File: config.mk
export PLATFORM = sky130hd
export DESIGN_NAME = execute_lsu_split
export DESIGN_NICKNAME = d
export VERILOG_FILES = /design/src/rtl/execute_lsu_split.sv
export SDC_FILE = /design/constraint.sdc
export NUM_CORES = 1
export LEC_CHECK = 0
export CORE_ASPECT_RATIO = 1.1
export CORE_UTILIZATION = 47
export DETAILED_ROUTE_END_ITERATION = 7
export GPL_ROUTABILITY_DRIVEN = 1
export GPL_TIMING_DRIVEN = 1
export PLACE_DENSITY = 0.78
export SYNTH_ARGS = -nofsm -noshare
export SYNTH_HDL_FRONTEND = slang
export SYNTH_SLANG_ARGS = --single-unit
File: constraint.sdc
create_clock -name clk -period 3.4 [get_ports clk]
set_clock_uncertainty 0.15 [all_clocks]
set_input_delay 1.02 -clock clk [delete_from_list [all_inputs] [get_ports clk]]
set_output_delay 1.02 -clock clk [all_outputs]
set_load 0.02 [all_outputs]
File: src/rtl/execute_lsu_split.sv
// Load/store unit: EA = base+sext(imm), misaligned accesses split over two words; stores busy 2-3 cycles, loads answer at 2+RD_LAT (3+RD_LAT split).
// One request in flight: req_ready drops while busy, and a held-off response (rsp_ready low) keeps the unit in RESP.
module execute_lsu_split #(
    parameter int ADDR_W = 32,
    parameter int DATA_W = 64,
    parameter int IMM_W  = 32,
    parameter int TAG_W  = 4,
    parameter int RD_LAT = 1
) (
    input  logic                                  clk,
    input  logic                                  rst,
    input  logic                                  req_valid,
    output logic                                  req_ready,
    input  logic [2:0]                            req_op,
    input  logic                                  req_signed,
    input  logic [ADDR_W-1:0]                     req_base,
    input  logic [IMM_W-1:0]                      req_imm,
    input  logic [DATA_W-1:0]                     req_st_data,
    input  logic [TAG_W-1:0]                      req_tag,
    output logic [ADDR_W-$clog2(DATA_W/8)-1:0]    mem_addr,
    output logic                                  mem_re,
    output logic [DATA_W/8-1:0]                   mem_we,
    output logic [DATA_W-1:0]                     mem_wdata,
    input  logic [DATA_W-1:0]                     mem_rdata,
    output logic                                  rsp_valid,
    input  logic                                  rsp_ready,
    output logic [DATA_W-1:0]                     rsp_data,
    output logic [TAG_W-1:0]                      rsp_tag,
    output logic                                  busy
);
    localparam int BYTES = DATA_W / 8;
    localparam int OFF_W = $clog2(BYTES);
    localparam int WA_W  = ADDR_W - OFF_W;

    localparam logic [2:0] S_IDLE   = 3'd0;
    localparam logic [2:0] S_ISSUE0 = 3'd1;
    localparam logic [2:0] S_ISSUE1 = 3'd2;
    localparam logic [2:0] S_WAIT   = 3'd3;
    localparam logic [2:0] S_RESP   = 3'd4;

    logic [2:0]        state_q, state_d;
    logic              is_load_q, is_load_d;
    logic              signed_q, signed_d;
    logic [3:0]        n_q, n_d;
    logic              split_q, split_d;
    logic [WA_W-1:0]   word0_q, word0_d;
    logic [OFF_W-1:0]  off_q, off_d;
    logic [DATA_W-1:0] st_data_q, st_data_d;
    logic [TAG_W-1:0]  tag_q, tag_d;
    logic [DATA_W-1:0] lo_q, lo_d;
    logic [DATA_W-1:0] hi_q, hi_d;
    logic [RD_LAT-1:0] pend_q, pend_d;
    logic [RD_LAT-1:0] pend_w1_q, pend_w1_d;

    logic [ADDR_W-1:0] req_ea;
    logic [OFF_W-1:0]  req_off;
    logic [3:0]        req_n;
    logic              req_split;

    assign req_ea    = req_base + ADDR_W'($signed(req_imm));
    assign req_off   = req_ea[OFF_W-1:0];
    assign req_split = (int'(req_off) + int'(req_n)) > BYTES;

    always_comb begin
        case (req_op)
            3'd0, 3'd3: req_n = 4'd1;
            3'd1, 3'd4: req_n = 4'd4;
            3'd2, 3'd5: req_n = 4'd8;
            default:    req_n = 4'd0;
        endcase
    end

    // Both words' lanes come from one double-width shift: low half is word0, high half word1.
    logic [2*BYTES-1:0]  lane_mask, we_wide;
    logic [2*DATA_W-1:0] wd_wide;
    logic [WA_W-1:0]     word1;

    always_comb begin
        case (n_q)
            4'd1:    lane_mask = (2*BYTES)'(8'h01);
            4'd4:    lane_mask = (2*BYTES)'(8'h0F);
            4'd8:    lane_mask = (2*BYTES)'(8'hFF);
            default: lane_mask = '0;
        endcase
    end

    assign we_wide = lane_mask << off_q;
    assign wd_wide = {{DATA_W{1'b0}}, st_data_q} << {off_q, 3'b000};
    assign word1   = word0_q + WA_W'(1);

    logic [DATA_W-1:0] ld_raw, ld_ext;
    assign ld_raw = DATA_W'({hi_q, lo_q} >> {off_q, 3'b000});

    always_comb begin
        case (n_q)
            4'd1:    ld_ext = signed_q ? DATA_W'($signed(ld_raw[7:0]))  : DATA_W'(ld_raw[7:0]);
            4'd4:    ld_ext = signed_q ? DATA_W'($signed(ld_raw[31:0])) : DATA_W'(ld_raw[31:0]);
            4'd8:    ld_ext = signed_q ? DATA_W'($signed(ld_raw[63:0])) : DATA_W'(ld_raw[63:0]);
            default: ld_ext = '0;
        endcase
    end

    logic issue, issue_w1;
    assign issue    = (state_q == S_ISSUE0) || (state_q == S_ISSUE1);
    assign issue_w1 = (state_q == S_ISSUE1);

    assign req_ready = (state_q == S_IDLE) && !rst;
    assign busy      = (state_q != S_IDLE);
    assign mem_addr  = issue ? (issue_w1 ? word1 : word0_q) : '0;
    assign mem_re    = issue && is_load_q;
    assign mem_we    = (issue && !is_load_q) ?
                       (issue_w1 ? we_wide[2*BYTES-1:BYTES] : we_wide[BYTES-1:0]) : '0;
    assign mem_wdata = (issue && !is_load_q) ?
                       (issue_w1 ? wd_wide[2*DATA_W-1:DATA_W] : wd_wide[DATA_W-1:0]) : '0;
    assign rsp_valid = (state_q == S_RESP);
    assign rsp_data  = rsp_valid ? ld_ext : '0;
    assign rsp_tag   = rsp_valid ? tag_q : '0;

    always_comb begin
        state_d   = state_q;
        is_load_d = is_load_q;
        signed_d  = signed_q;
        n_d       = n_q;
        split_d   = split_q;
        word0_d   = word0_q;
        off_d     = off_q;
        st_data_d = st_data_q;
        tag_d     = tag_q;
        lo_d      = lo_q;
        hi_d      = hi_q;
        pend_d    = pend_q << 1;
        pend_w1_d = pend_w1_q << 1;

        // The last pipe stage marks the cycle mem_rdata belongs to an issued read.
        if (pend_q[RD_LAT-1]) begin
            if (pend_w1_q[RD_LAT-1]) hi_d = mem_rdata;
            else                     lo_d = mem_rdata;
        end

        case (state_q)
            S_IDLE: begin
                if (req_valid && req_ready) begin
                    is_load_d = (req_op < 3'd3);
                    signed_d  = req_signed;
                    n_d       = req_n;
                    split_d   = req_split;
                    word0_d   = req_ea[ADDR_W-1:OFF_W];
                    off_d     = req_off;
                    st_data_d = req_st_data;
                    tag_d     = req_tag;
                    state_d   = (req_n == 4'd0) ? S_IDLE : S_ISSUE0;
                end
            end
            S_ISSUE0: begin
                if (is_load_q) pend_d[0] = 1'b1;
                if (split_q)        state_d = S_ISSUE1;
                else if (is_load_q) state_d = S_WAIT;
                else                state_d = S_IDLE;
            end
            S_ISSUE1: begin
                if (is_load_q) begin
                    pend_d[0]    = 1'b1;
                    pend_w1_d[0] = 1'b1;
                end
                state_d = is_load_q ? S_WAIT : S_IDLE;
            end
            S_WAIT: begin
                if (pend_d == '0) state_d = S_RESP;
            end
            S_RESP: begin
                if (rsp_ready) state_d = S_IDLE;
            end
            default: state_d = S_IDLE;
        endcase
    end

    always_ff @(posedge clk) begin
        if (rst) begin
            state_q   <= S_IDLE;
            is_load_q <= 1'b0;
            signed_q  <= 1'b0;
            n_q       <= '0;
            split_q   <= 1'b0;
            word0_q   <= '0;
            off_q     <= '0;
            st_data_q <= '0;
            tag_q     <= '0;
            lo_q      <= '0;
            hi_q      <= '0;
            pend_q    <= '0;
            pend_w1_q <= '0;
        end else begin
            state_q   <= state_d;
            is_load_q <= is_load_d;
            signed_q  <= signed_d;
            n_q       <= n_d;
            split_q   <= split_d;
            word0_q   <= word0_d;
            off_q     <= off_d;
            st_data_q <= st_data_d;
            tag_q     <= tag_d;
            lo_q      <= lo_d;
            hi_q      <= hi_d;
            pend_q    <= pend_d;
            pend_w1_q <= pend_w1_d;
        end
    end
endmodule

======== Word level (Yosys, flattened, before mapping) ========
Index checks and enable logic that the tools add are counted.
word-level totals
  logic and storage cells ................. 79
  register bits after elaboration ......... 240
  output and inout bits ................... 173
  input port bits ......................... 204
cells by class
  equality and inequality tests ........... 14
  order comparisons ....................... 2
  bitwise logic cells ..................... 3
  add/sub/neg operators ................... 3
  mux-type cells .......................... 20
  shift operators ......................... 3
  reduce and logical (&&, ||, !) cells .... 21
operator list
  operator                                                        count
  two-way mux 64 bit                                              5
  case mux 64 bit (3 select lines)                                1
  left shift 64 x 6 -> 128 bit                                    1
  right shift 128 x 6 -> 64 bit                                   1
  two-way mux 29 bit                                              2
  adder 32 bit                                                    1
  adder 29 x 1 -> 29 bit (second input constant)                  1
  case mux 8 bit (3 select lines)                                 1
  two-way mux 8 bit                                               2
  left shift 16 x 3 -> 16 bit                                     1
  case mux 3 bit (5 select lines)                                 1
  == test 3 x 2 -> 1 bit (second input constant)                  4
  case mux 4 bit (3 select lines)                                 1
  OR reduction 2 bit                                              6
  == test 3 bit (second input constant)                           3
  AND reduction 2 bit                                             4
  == test 3 x 1 -> 1 bit (second input constant)                  2
  zero test 3 bit                                                 2
  two-way mux 3 bit                                               2
  adder 3 x 4 -> 5 bit                                            1
  greater-than comparator 5 x 4 -> 1 bit (second input constant)  1
  == test 4 x 1 -> 1 bit (second input constant)                  1
  == test 4 x 3 -> 1 bit (second input constant)                  1
  == test 4 bit (second input constant)                           1
  other kinds (11)                                                20

======== Longest topological paths before layout ========
  depth in word-level cells ............... 7
  gate-level depth with buffers ........... 11
  depth with buffers taken out ............ 9

======== Least setup slack after synthesis ========
OpenSTA, ideal clock, no wires.
  kind .................................... in2reg
  from .................................... in req_base[0]
  to ...................................... reg word0_q[25]
  library setup time ...................... 116 ps
  arrival time ............................ 3009 ps
  slack ................................... 125 ps
  required time ........................... 3134 ps
  cell stages on the path ................. 9
  path through ............................ ha_1 > fa_1 > a21oi_1 > o211ai_1 > and3_1 > o211ai_2 > a211oi_1 > or3_1 > a31o_2
on the way
  cells in the longest elaborated chain, start to end .. 1
RTL lines
  item                  line  RTL
  start, declared       16    input logic [ADDR_W-1:0] req_base,
  adder 32 bit          60    assign req_ea = req_base + ADDR_W'($signed(req_imm));
  end signal, assigned  198   word0_q <= word0_d;
  end, declared         46    logic [WA_W-1:0] word0_q, word0_d;
No other way between the ends.
A chain may end at the register's enable or synchronous reset.

======== Worst setup path after layout ========
  from .................................... reg off_q[1]
  to ...................................... out rsp_data[49]
on the way
  cells in the longest elaborated chain, start to end .. 4
RTL lines
  item                                          line    RTL
  start, declared                               47      logic [OFF_W-1:0] off_q, off_d;
  start signal, assigned                        185     off_q <= '0;
  start signal, assigned                        199     off_q <= off_d;
  right shift 128 x 6 -> 64 bit *               92      assign ld_raw = DATA_W'({hi_q, lo_q} >> {off_q, 3'b000});
  two-way mux 64 bit, on equally long branches  97, 96
  case mux 64 bit (3 select lines) *            95      case (n_q)
  two-way mux 64 bit *                          116     assign rsp_data = rsp_valid ? ld_ext : '0;
  end, declared                                 27      output logic [DATA_W-1:0] rsp_data,
Every way passes the cells marked *; elsewhere a longest branch is shown, timed or not.

==> flow_summary.rst <==
.. list-table::
   :header-rows: 1

   * - Metric
     - Value
   * - Max Fclk
     - between 0.2 and 0.3 GHz
   * - Horizontal die dimension
     - around 180 µm
   * - Cell repeated most along the worst path
     - buf_6
   * - Leak Pwr
     - around 11 nW
   * - Top_reg_cell synth
     - dfxtp_1
   * - Final #Nets
     - 3134
   * - Tmin final
     - 3960 ps
   * - Number of sinks handled by clock tree synthesis
     - 231
   * - Final wirelength
     - roughly 78000 µm
   * - Critical path start-end classification
     - flip-flop to output pin
   * - Stages on the worst setup path
     - 12
   * - Kind of cell with the highest combined delay on the critical path
     - buffers and inverters
   * - Filler cell count
     - around 2700
   * - Routability congestion estimate
     - about 1.0
   * - Gr ovfl total
     - 0
   * - Grt peak-use layer
     - met2
   * - Synthesis-stage register bit count
     - between 200 and 250
   * - Number of remaining DRC errors
     - 0
   * - Core area
     - about 35000 µm²
   * - Max-slew violation count
     - 0
   * - Ratio of cells with drive above 1 in the final layout
     - 31.0%
   * - EDFF count, synth
     - 0
   * - Unrepaired setup endpoints after global routing
     - yes
   * - Max Root-Sink Buffers
     - 3
   * - Total Power
     - 9.36 mW
   * - Starting density of the core
     - 48.1%
   * - Starting DRT DRC Count
     - 2247
   * - Chain of cells forming the critical path
     - buf_6 -> mux2_4 -> mux2i_2 -> nor2_1 -> a31oi_2 -> nor2_4 -> o21ai_4 -> buf_12 -> buf_16 -> buf_8 -> a21oi_4 -> buf_6
   * - Die Footprint
     - 37100 µm²
   * - Failing checks
     - negative setup slack
   * - Port-buffer cells
     - about 380
   * - Worst vdd ir
     - ~0.00038 V
   * - Post-detailed-placement half-perimeter wirelength
     - 53900 µm
   * - # IOs
     - about 380
   * - Class of the worst hold path
     - flip-flop to flip-flop
   * - Number of buffers and inverters on the critical path
     - 5
   * - Max-capacitance violation count
     - 0
   * - Clock-pin slew on the worst setup and hold paths
     - 60 ps
   * - Post-Synthesis Mean Instance Area
     - 7.38 µm²
   * - Synth top cells by count
     - nand2_1, a21oi_1, dfxtp_1, nor2_1, clkbuf_1
   * - GR Util met2
     - 62.3%
   * - Distinct cell type count after synthesis
     - 73
   * - Layout overhead on the synthesized area
     - 52.4%
   * - Share of flip-flops with an asynchronous set or reset
     - 0%
   * - Gate count after technology mapping
     - 2313
   * - Sequential-to-total area share from yosys stat
     - between 20% and 30%
   * - Fraction of synthesized cell area taken by the top area cell type
     - between 20 and 30%
   * - Largest fanout on the critical path
     - 6
   * - CP max-delay cell
     - dfxtp_4
   * - Total of endpoints with negative setup slack in the final report
     - roughly 160
   * - Hold Slack
     - around 300 ps
   * - Number of placement rows
     - approximately 70
   * - CP arrival
     - around 2800 ps
   * - All-layer global routing usage
     - 38.9%
   * - Clock latency at the later pin of the worst-skew pair
     - ~590 ps
   * - Most frequently used cell type in the post-synthesis netlist
     - nand2_1
   * - Warnings from Yosys
     - 0
   * - Most area-consuming cells after synthesis
     - dfxtp_1, nand2_1, a21oi_1, mux2_2, mux2i_1
   * - First-pass DRT Iterations
     - 6
   * - Worst Setup End Kind
     - output pin
   * - Delay of the slowest cell on the worst path
     - between 400 and 500 ps
   * - Cell type with the highest aggregate area in the netlist
     - dfxtp_1
   * - Netlist area before placement
     - 17100 µm²
   * - Crit path capture
     - rsp_data[49]
   * - Worst reg2reg setup slack
     - 850 ps
   * - Final Hold Vio Count
     - 0
   * - Number of global-route vias before repair
     - about 19000
   * - Hold Path Cell Cnt
     - 2
   * - Height of the die
     - roughly 200 µm
   * - Total nets after synthesis
     - 2553
   * - Worst setup margin
     - -562 ps
   * - Part of the cycle the worst path needs
     - 117%
   * - Capturing point of the worst reg2reg path
     - st_data_q[12]
   * - Total clock buffers created by CTS
     - 28
   * - Critical path launch point
     - off_q[1]
   * - Status
     - finished with violations
   * - Met1 demand-to-capacity share in global routing
     - 51.3%
   * - Global-route wire length before repair
     - 112000 µm
   * - Kind of start point of the critical path
     - flip-flop
   * - Count of cells along the worst register-to-register path
     - 9
   * - Setup Slack @ Placement
     - -553 ps
   * - Required time of the critical path
     - between 2000 and 2500 ps
   * - Clock tree from TritonCTS
     - done
   * - Max H-tree Level
     - 1
   * - Initial antenna violation count
     - 1
   * - Normalized max-slew margin
     - a little under a fifth
   * - Met3 Use GR
     - between 5 and 6%
   * - Post-detailed-route count of antenna-violating nets
     - 0
   * - Largest net degree at the start of global routing
     - between 200 and 250
   * - Pwr dens
     - 360 nW/µm²
   * - Vias after detailed routing
     - between 20000 and 25000
   * - Average routed wire per standard cell
     - 22.9 µm
   * - Root buffer selected by CTS
     - clkbuf_16
   * - Detailed-route vias per instance
     - between 6 and 7
   * - Quantity of hold-fixing buffers added after cts
     - 0
   * - Least-Margin Pin Slew
     - 1220 ps
   * - Startpoint of the worst-slack reg-to-reg timing path
     - state_q[1]
## flip-flops by register name, summed over array words and instances (netlist names), 3 cells and up
signal     count
hi_q          56
lo_q          64
off_q          3
tag_q          4
state_q        3
st_data_q     64
word0_q       29
n_q            3
## worst register-to-register path, stage by stage (launching register included)
cell and delay [ps]:
dfxtp_2 330, buf_6 130, buf_4 140, or3_1 370
nor2_1 170, buf_4 150, and2_2 450, buf_12 350
nand2_1 170, nand2_1 70
## final cells by class
| cell class | count | area (µm²) | share of cell area, % |
|---|---|---|---|
| sequential | 231 | 4650 | 17.9 |
| multi-input combinational | 1857 | 12400 | 47.8 |
| clock inverter | 12 | 224 | 0.861 |
| inverter | 28 | 110 | 0.423 |
| clock buffer | 40 | 816 | 3.14 |
| tap | 481 | 602 | 2.31 |
| antenna | 1 | 2.50 | 0.00962 |
| timing repair buffer | 748 | 7160 | 27.5 |
## repair_timing
action | CTS | global route
pin swaps | 32 | 49
endpoints found under the setup margin | 168 | 178
buffers inserted | 25 | 47
gates resized for setup | 490 | 471
gates cloned | 6 | 10
## logic make-up after synthesis
kind of cell / share of synthesized area [%]
simple gates: 25.6
xor+xnor: 2.72
mux: 16.4
flops: 27.1
fa+ha+maj: 2.68
compound gates: 19.8
buf+inv: 5.62
## metrics by stage
step / util, % / TNS [ps] / instances / instance area [µm²]
after floorplan: - / 0 / 2313 / 17100
after global placement: 65.4 / -26900 / 3261 / 23200
after detailed placement: 65.4 / -29960 / 3261 / 23200
after CTS: 69.8 / -63510 / 3344 / 24800
after global routing: 73.3 / -61370 / 3398 / 26000
final: 73.3 / -51630 / 3398 / 26000
## worst min path at each step
stage	to	slack, ps	from
4_1_cts	lo_q[0]	310	lo_q[0]
3_5_place_dp	lo_q[0]	300	lo_q[0]
6_report	lo_q[1]	300	lo_q[1]
3_3_place_gp	hi_q[44]	290	hi_q[44]
2_1_floorplan	hi_q[40]	280	hi_q[40]
5_1_grt	lo_q[0]	320	lo_q[0]
## power by group
group / total (mW) / switching, mW / internal, mW
combinational: 2.99 / 1.56 / 1.43
sequential: 3.01 / 0.170 / 2.84
clock: 3.37 / 1.30 / 2.06
## metal layers
metal | part of all wire, % | vias to the layer above
met2 | 46 | 1255
met5 | 0 | -
met4 | 5.9 | 0
met1 | 40 | 9940
li1 | - | 9292
met3 | 8.9 | 248
## cell usage in the layout, fill, tap and decap left out, drive strengths merged, types with 13 or more instances in the layout
master / instances
o21ai: 104
clkdlybuf4s50: 209
xnor2: 21
nand3b: 95
o21a: 13
mux4: 28
buf: 495
mux2i: 100
o31ai: 13
a22oi: 59
xor2: 32
dfxtp: 231
clkbuf: 63
o211ai: 30
nor2: 200
nand3: 33
inv: 29
mux2: 104
ha: 35
a211oi: 17
nand2: 532
a2bb2oi: 16
a21oi: 262
or3: 14
nor3: 26
Note: power is estimated with default switching activity, not from simulation.
